--- src/rtl/fxu_writeback.sv ---
// fxu_writeback: writeback stage after the fixed-point unit.
// Merges FX results and load results onto one GPR write port, commits CR
// field / whole-CR writes and owns the architectural XER SO/OV/CA bits.
// FX results wait in a small circular FIFO because loads own the GPR port.
//
// Handshake: an FX entry transfers on a cycle where fx_valid and fx_ready
// are both high and flush is low. fx_ready depends on the buffered count
// only (never on a same-cycle pop), so the FX unit sees a stable ready.
// Loads have no handshake; they are never stalled.
module fxu_writeback #(
   parameter int FIFO_DEPTH = 2
) (
   input  logic        clk,
   input  logic        reset_n,
   input  logic        flush,
   input  logic        fx_valid,
   output logic        fx_ready,
   input  logic [31:0] fx_res_a,
   input  logic [31:0] fx_res_b,
   input  logic [3:0]  fx_crf,
   input  logic        fx_cout,
   input  logic        fx_ov,
   input  logic        fx_gpr_we,
   input  logic [4:0]  fx_gpr_addr,
   input  logic        fx_crf_we,
   input  logic [2:0]  fx_crf_sel,
   input  logic        fx_cr_all_we,
   input  logic        fx_ov_we,
   input  logic        fx_ca_we,
   input  logic        fx_xer_load,
   input  logic        ls_valid,
   input  logic [4:0]  ls_addr,
   input  logic [31:0] ls_data,
   output logic        gpr_we,
   output logic [4:0]  gpr_addr,
   output logic [31:0] gpr_data,
   output logic [7:0]  cr_we,
   output logic [31:0] cr_data,
   output logic        so,
   output logic        ov,
   output logic        ca,
   output logic        waw_err
);

   localparam int CW = $clog2(FIFO_DEPTH + 1);
   localparam int PW = (FIFO_DEPTH > 1) ? $clog2(FIFO_DEPTH) : 1;

   typedef struct packed {
      logic [31:0] res_a;
      logic [31:0] res_b;
      logic [3:0]  crf;
      logic        cout;
      logic        ov;
      logic        gpr_we;
      logic [4:0]  gpr_addr;
      logic        crf_we;
      logic [2:0]  crf_sel;
      logic        cr_all_we;
      logic        ov_we;
      logic        ca_we;
      logic        xer_load;
   } entry_t;

   entry_t        mem [FIFO_DEPTH];
   logic [PW-1:0] head;
   logic [PW-1:0] tail;
   logic [CW-1:0] count;
   logic [PW-1:0] slot;

   entry_t        in_e;
   entry_t        sel_e;
   logic          empty;
   logic          push;
   logic          bypass;
   logic          store;
   logic          pop;
   logic          fx_commit;
   logic          waw_hit;
   logic [3:0]    cr_field;
   logic [7:0]    cr_we_d;
   logic [31:0]   cr_data_d;

   assign fx_ready  = (count < CW'(FIFO_DEPTH));
   assign empty     = (count == '0);
   assign push      = fx_valid & fx_ready & ~flush;
   // Incoming entry commits straight through only when nothing is ahead of it.
   assign bypass    = push & empty & ~ls_valid;
   assign store     = push & ~bypass;
   assign pop       = ~empty & ~ls_valid & ~flush;
   assign fx_commit = pop | bypass;
   assign sel_e     = empty ? in_e : mem[head];

   // Pack the incoming FX fields into one entry so they are stored atomically.
   always_comb begin
      in_e           = '0;
      in_e.res_a     = fx_res_a;
      in_e.res_b     = fx_res_b;
      in_e.crf       = fx_crf;
      in_e.cout      = fx_cout;
      in_e.ov        = fx_ov;
      in_e.gpr_we    = fx_gpr_we;
      in_e.gpr_addr  = fx_gpr_addr;
      in_e.crf_we    = fx_crf_we;
      in_e.crf_sel   = fx_crf_sel;
      in_e.cr_all_we = fx_cr_all_we;
      in_e.ov_we     = fx_ov_we;
      in_e.ca_we     = fx_ca_we;
      in_e.xer_load  = fx_xer_load;
   end

   // CR write mask/data for the committing entry; single-field SO uses the
   // architectural SO plus this instruction's own overflow.
   always_comb begin
      cr_we_d   = '0;
      cr_data_d = '0;
      cr_field  = {sel_e.crf[3:1], so | (sel_e.ov_we & sel_e.ov)};
      if (sel_e.cr_all_we) begin
         cr_we_d   = 8'hFF;
         cr_data_d = sel_e.res_b;
      end else if (sel_e.crf_we) begin
         cr_we_d   = 8'h80 >> sel_e.crf_sel;
         cr_data_d = 32'(cr_field) << (5'd28 - {sel_e.crf_sel, 2'b00});
      end
   end

   // Detect a load targeting the same GPR as a live buffered or accepted FX entry.
   always_comb begin
      waw_hit = 1'b0;
      slot    = '0;
      if (ls_valid && !flush) begin
         if (push && fx_gpr_we && (fx_gpr_addr == ls_addr)) waw_hit = 1'b1;
         for (int i = 0; i < FIFO_DEPTH; i++) begin
            if (int'(head) + i >= FIFO_DEPTH) slot = PW'(int'(head) + i - FIFO_DEPTH);
            else                              slot = PW'(int'(head) + i);
            if ((i < int'(count)) && mem[slot].gpr_we && (mem[slot].gpr_addr == ls_addr))
               waw_hit = 1'b1;
         end
      end
   end

   // FIFO storage; contents need no reset because count gates every read.
   always_ff @(posedge clk) begin
      if (store) mem[tail] <= in_e;
   end

   // FIFO pointers and occupancy; flush empties the buffer in one cycle.
   always_ff @(posedge clk or negedge reset_n) begin
      if (!reset_n) begin
         head  <= '0;
         tail  <= '0;
         count <= '0;
      end else if (flush) begin
         head  <= '0;
         tail  <= '0;
         count <= '0;
      end else begin
         if (store) tail <= (tail == PW'(FIFO_DEPTH - 1)) ? '0 : tail + 1'b1;
         if (pop)   head <= (head == PW'(FIFO_DEPTH - 1)) ? '0 : head + 1'b1;
         if (store && !pop)      count <= count + 1'b1;
         else if (!store && pop) count <= count - 1'b1;
      end
   end

   // Registered write ports and XER; a load owns the GPR port, else the FX commit.
   always_ff @(posedge clk or negedge reset_n) begin
      if (!reset_n) begin
         gpr_we   <= 1'b0;
         gpr_addr <= '0;
         gpr_data <= '0;
         cr_we    <= '0;
         cr_data  <= '0;
         so       <= 1'b0;
         ov       <= 1'b0;
         ca       <= 1'b0;
         waw_err  <= 1'b0;
      end else begin
         waw_err <= waw_hit;
         gpr_we  <= 1'b0;
         cr_we   <= '0;
         if (ls_valid) begin
            gpr_we   <= 1'b1;
            gpr_addr <= ls_addr;
            gpr_data <= ls_data;
         end else if (fx_commit) begin
            gpr_we <= sel_e.gpr_we;
            if (sel_e.gpr_we) begin
               gpr_addr <= sel_e.gpr_addr;
               gpr_data <= sel_e.res_a;
            end
            cr_we <= cr_we_d;
            if (cr_we_d != '0) cr_data <= cr_data_d;
            if (sel_e.xer_load) begin
               so <= sel_e.res_a[31];
               ov <= sel_e.res_a[30];
               ca <= sel_e.res_a[29];
            end else begin
               if (sel_e.ov_we) begin
                  ov <= sel_e.ov;
                  so <= so | sel_e.ov;
               end
               if (sel_e.ca_we) ca <= sel_e.cout;
            end
         end
      end
   end

endmodule

--- config.mk ---
export PLATFORM = sky130hd
export DESIGN_NAME = fxu_writeback
export DESIGN_NICKNAME = d
export VERILOG_FILES = /design/src/rtl/fxu_writeback.sv
export SDC_FILE = /design/constraint.sdc
export NUM_CORES = 1
export LEC_CHECK = 0
export CORE_MARGIN = 2
export CORE_UTILIZATION = 56
export CTS_BUF_LIST = sky130_fd_sc_hd__clkbuf_8 sky130_fd_sc_hd__clkbuf_16
export DETAILED_ROUTE_END_ITERATION = 7
export HOLD_SLACK_MARGIN = 0.03
export PLACE_DENSITY = 0.92
export SYNTH_ARGS = -nofsm -noshare
export SYNTH_HDL_FRONTEND = slang
export SYNTH_SLANG_ARGS = --single-unit
--- constraint.sdc ---
create_clock -name clk -period 14 [get_ports clk]
set_input_delay 1.4 -clock clk [delete_from_list [all_inputs] [get_ports clk]]
set_output_delay 1.4 -clock clk [all_outputs]
set_load 0.005 [all_outputs]
# Word-level counts from Yosys, hierarchy flattened
# Memories as Yosys holds them, arrays and structs flattened.
# Index checks and enable logic that the tools add are counted.
# totals
ff_bits	86
latch_bits	0
mem_bits_rw	168
mem_bits_ro	0
in_bits	126
out_inout_bits	83
wordCells	111
n_memories	1
# op_classes
add_sub_neg	8
n_mul	0
div_mod_pow	0
magnitude_cmp	5
eq_ne	3
shift	2
mux	40
bitwise	15
n_reduce_logical	25
# mem_list
memory	depth	word_bits	rd	rd_clocked_by_memory_dff	wr	line	text
mem	2	84	3	0	1	64	entry_t mem [FIFO_DEPTH];
# op_table
operator	count
$mux W32	5
$mux W84	1
$mux W8	4
$shl A4 B5 Y32	1
$mux W1	24
$eq A5 B5 Y1	3
$mux W5	3
$reduce_bool A2 Y1	6
$logic_and A1 B1 Y1	9
$reduce_and A3 Y1	3
$and A1 B1 Y1	8
$reduce_bool A8 Y1	1
$shr A8 B3 Y8 const A	1
$mux W2	3
$sub A5 B5 Y5 const A	1
$lt A1 B2 Y1 const A	2
$not A1 Y1	4
$logic_not A1 Y1	3
$or A1 B1 Y1	3
$reduce_bool A3 Y1	1
$add A1 B1 Y1 const B	2
$add A1 B1 Y2 const B	1
$add A2 B1 Y2 const B	1
$ge A1 B2 Y1 const B	1
other kinds (6)	7

# Depth between registers and ports, before layout
# depth
ltp_word	12
mapped_depth	11
depth_no_buf	7

# Worst setup path before layout
# Ideal clock, no wire load.
# synth_path
kind	in2reg
from	input port ls_valid
to	memory mem[1][0] (netlist bit) (enable)
setup_ns	0.643
arrival_time_ns	7.708
required_ns	13.357
setup_slack_ns	5.649
stages	3
path_buffers	0
cell_sequence	inv_1 -> a21o_1 -> nor3b_1
# synth_between
elab_chain_cells	6
# synth_lines
item	line	text
start, declared	31	input logic ls_valid,
$not A1 Y1 (no line)	-	
$and A1 B1 Y1	87	assign bypass = push & empty & ~ls_valid;
$not A1 Y1	88	assign store = push & ~bypass;
$and A1 B1 Y1	88	
$mux W1	143	if (store) mem[tail] <= in_e;
$mux W1 (implied by the code)	143	
end, declared	64	
# No other way between the ends.

# Worst setup path after layout
# layout_path
from	register count[1]
to	register cr_data[17]
# layout_between
elab_chain_cells	7
elab_cells_between_ends	22
classes_between	1 x add/sub; 1 x order compare; 2 x shift; 5 x mux; 10 x bitwise; 3 x reduce/logical
# layout_lines
item	line	text
start, declared	67	logic [CW-1:0] count;
start signal, assigned	159	if (store && !pop) count <= count + 1'b1;
start signal, assigned	160	else if (!store && pop) count <= count - 1'b1;
branches (longest 7 deep; another with $sub A5 B5 Y5)	-	
end signal, assigned	191	if (cr_we_d != '0) cr_data <= cr_data_d;
end, declared	38	output logic [31:0] cr_data,
# Parallel ways; which one is timed is not known.
# A chain may end at the register's enable or synchronous reset.

==> Implementation_results.wiki <==
{| class="wikitable"
! Metric !! Value
|-
| Sequential standard cell area || 7141 um^2
|-
| Final number of setup-violating endpoints || 0
|-
| Buffering stage count on the worst path with inverters included || 3
|-
| Post-route DRC || 0
|-
| Syn nets || 1002
|-
| Slowest stage delay, CP || 0.76 ns
|-
| Final clock period utilization by the worst path || 26.71%
|-
| Chain of cells forming the critical path || inv_1 -> ha_4 -> buf_4 -> nand2_1 -> a21bo_1 -> buf_4 -> nor3_4 -> a22oi_1 -> a21oi_1
|-
| Kind of end point of the critical path || register
|-
| Leakage Power || 5.069 nW
|-
| Distinct cell type count after synthesis || 48
|-
| Count of buffers inserted at the top-level ports || 207
|-
| Critical path required time || 14.36 ns
|-
| Dpl hpwl || 16.66 mm
|-
| Effective utilization at floorplan || 57.05%
|-
| Cell mode on critical path || sky130_fd_sc_hd__buf_4
|-
| Total count of hold-check failures in the final report || 0
|-
| Critical Path AT || 4.10 ns
|-
| Slowest stage cell, crit path || sky130_fd_sc_hd__buf_4
|-
| Total CTS buffers || 25
|-
| Clock sink total || 252
|-
| Max-Cap Viols || 0
|-
| Slew @ Worst Pin || 0.9175 ns
|-
| Max Fanout on Critical Path || 88
|-
| Post-synth EDFFs || 166
|-
| HP Class || reg -> reg
|-
| Count of warnings emitted by yosys || 0
|-
| Proportion of layout cells with a drive suffix above 1 || 6.377%
|-
| Number of pins with negative max-slew slack in the final report || 0
|-
| Fmax || 267.5 MHz
|-
| NumNets Final || 1192
|-
| Area growth, synth to finish || 26.37%
|-
| Worst Setup Path Type || reg -> reg
|-
| Setup_tns || 0 ns
|-
| Antenna viol nets, final || 0
|-
| Top Family by Delay on Critical Path || buffers and inverters
|-
| Syn_area_per_cell || 12.70 um^2
|-
| Die Area || 20970 um^2
|-
| Flip-flop and latch count after synthesis || 252
|-
| Power per standard cell area || 180.2 nW/um^2
|-
| Unrepaired setup endpoints after global routing || false
|-
| Post-detailed-route via-to-cell ratio || 5.700
|-
| Most common cell after layout, fill and taps aside || sky130_fd_sc_hd__clkdlybuf4s50_1
|-
| Starting DRC count in detailed routing || 626
|-
| Final critical-path required period || 3.739 ns
|-
| Hold Buf Count CTS || 0
|-
| Largest net degree at the start of global routing || 89
|-
| Post-synthesis instance area || 11100 um^2
|-
| Core footprint || 19460 um^2
|-
| Placed Instance Area || 13290 um^2
|-
| Synth Flop Type || sky130_fd_sc_hd__edfxtp_1
|-
| Final weighted congestion in routability-driven placement || 0.8249
|-
| Number of top-level design ports || 209
|-
| Fill count || 1305
|-
| Initial antenna violation count || 1
|-
| Overall power of the completed layout || 2.528 mW
|-
| GR Overflow Total || 0
|-
| Share of the core filled with cells in the final layout || 72.09%
|-
| Worst hold slack after final layout || 0.5149 ns
|-
| Via count of the first global-routing pass || 7755
|-
| Clock Path Buffers || 3
|-
| TritonRoute pass-1 iters || 5
|-
| Share of the yosys chip area belonging to registers || 64.28%
|-
| Leading cell types in the layout, fill and taps excluded || 205 x sky130_fd_sc_hd__clkdlybuf4s50_1, 166 x sky130_fd_sc_hd__edfxtp_1, 125 x sky130_fd_sc_hd__mux2i_1
|-
| Number of cells produced by synthesis || 874
|-
| VDD IR-drop max || 0.1091 mV
|-
| Outcome || finished clean
|-
| Setup crit start kind || register
|-
| Chip Width || 144.8 um
|-
| Routed vias || 7684
|-
| Global-route wire length before repair || 40.41 mm
|-
| Rows || 51
|-
| Clock tree from TritonCTS || built
|-
| GRT Resource Usage Total || 24.81%
|-
| Floorplan die height || 144.8 um
|-
| Clk slew on worst S/H paths || 0.06 ns
|-
| Slew margin rel. || 38.83%
|-
| Wire length after detailed routing || 26.04 mm
|-
| Worst skew pair latency || 0.50 ns
|-
| Setup bufs post-CTS || 0
|-
| WL per Instance || 19.32 um
|-
| H-Tree Level Count || 1
|-
| Multi-input logic area || 3652 um^2
|-
| Clock Root Buffer || sky130_fd_sc_hd__clkbuf_16
|-
| Ys async rst share || 34.13%
|-
| Post-Route Skew || 0.006641 ns
|-
| Design Area, Final || 14030 um^2
|-
| Number of gates resized after CTS || 0
|}
## cell usage after synthesis (3+ instances only)
| library cell | count | share of area, % |
|---|---|---|
| sky130_fd_sc_hd__edfxtp_1 | 166 | 45 |
| sky130_fd_sc_hd__mux2i_1 | 125 | 11 |
| sky130_fd_sc_hd__nand2_1 | 114 | 3.9 |
| sky130_fd_sc_hd__dfrtp_1 | 86 | 19 |
| sky130_fd_sc_hd__o21ai_0 | 85 | 3.8 |
| sky130_fd_sc_hd__nor2_1 | 60 | 2.0 |
| sky130_fd_sc_hd__a21oi_1 | 49 | 2.2 |
| sky130_fd_sc_hd__a22oi_1 | 32 | 2.2 |
| sky130_fd_sc_hd__o21ai_1 | 29 | 1.3 |
| sky130_fd_sc_hd__clkbuf_1 | 28 | 0.95 |
| sky130_fd_sc_hd__buf_2 | 10 | 0.45 |
| sky130_fd_sc_hd__xor2_1 | 10 | 0.79 |
| sky130_fd_sc_hd__xnor2_1 | 8 | 0.63 |
| sky130_fd_sc_hd__buf_4 | 7 | 0.47 |
| sky130_fd_sc_hd__nor3_2 | 6 | 0.54 |
| sky130_fd_sc_hd__buf_6 | 5 | 0.51 |
| sky130_fd_sc_hd__nor4_1 | 5 | 0.28 |
| sky130_fd_sc_hd__o21a_1 | 5 | 0.34 |
| sky130_fd_sc_hd__nor3_4 | 4 | 0.59 |
| sky130_fd_sc_hd__inv_1 | 3 | 0.10 |
| sky130_fd_sc_hd__mux2_2 | 3 | 0.30 |
## power breakdown
part           internal (mW)  switching, mW
combinational          0.398          0.517
clock                  0.345          0.266
sequential             0.924         0.0785
total                   1.67          0.861
## state kept, by name (all words and copies together), names as in the netlist
signal / flops
so: 1
cr_we: 8
count: 2
waw_err: 1
mem: 166
tail: 1
gpr_data: 32
head: 1
cr_data: 32
gpr_we: 1
ca: 1
ov: 1
gpr_addr: 5
## cell families after synthesis
logic type,synth area share [%]
AO/OA/AOI/OAI,10.81
XOR/XNOR,1.420
adder cells (fa/ha/maj),0.2253
buffers and inverters,3.031
flip-flops,64.28
multiplexers,12.01
AND/OR/NAND/NOR,8.226
## tightest hold or removal path: cells and delay by family, from the launching register on
kind             cells  cell delay (ns)
flip-flops           1             0.33
AO/OA/AOI/OAI        1             0.08
AND/OR/NAND/NOR      1             0.07
## final timing paths
| check | startpoint | endpoint | slack [ns] | depth (start not counted) |
|---|---|---|---|---|
| worst max-delay path | count[1] | cr_data[17] | 10.26 | 9 |
| worst min-delay path | ov | ov | 0.51 | 2 |
| worst max register to register | count[1] | cr_data[17] | 10.26 | 9 |
| worst min register to register | ov | ov | 0.51 | 2 |
| max in group asynchronous | reset_n | gpr_data[22] | 11.99 | 2 |
| min in group asynchronous | reset_n | gpr_data[21] | 0.90 | 1 |
## routing by layer
metal  vias up  GRT usage [%]  wire length [um]
met5         -              0                 0
met4         0          10.48              1024
met3        74          3.817              1410
met2       298          41.61             13010
met1      3723          32.45             10590
li1       3589              -                 -
## through the flow
stage / setup WS [ns] / cells
after floorplan: 5.649 / 874
after global placement: 10.05 / 1302
after detailed placement: 10.01 / 1302
after CTS: 10.29 / 1347
after global routing: 9.946 / 1348
final: 10.26 / 1348
## layout make-up
cell class                      count  area share, %
Multi-Input combinational cell    563          26.03
Tap cell                          265          2.363
Clock inverter                     19         0.7312
Antenna cell                        1        0.01783
Inverter                            4         0.1070
Timing Repair Buffer              218          15.30
Sequential cell                   252          50.89
Clock buffer                       26          4.557
Power figures use the tool's default switching activity.
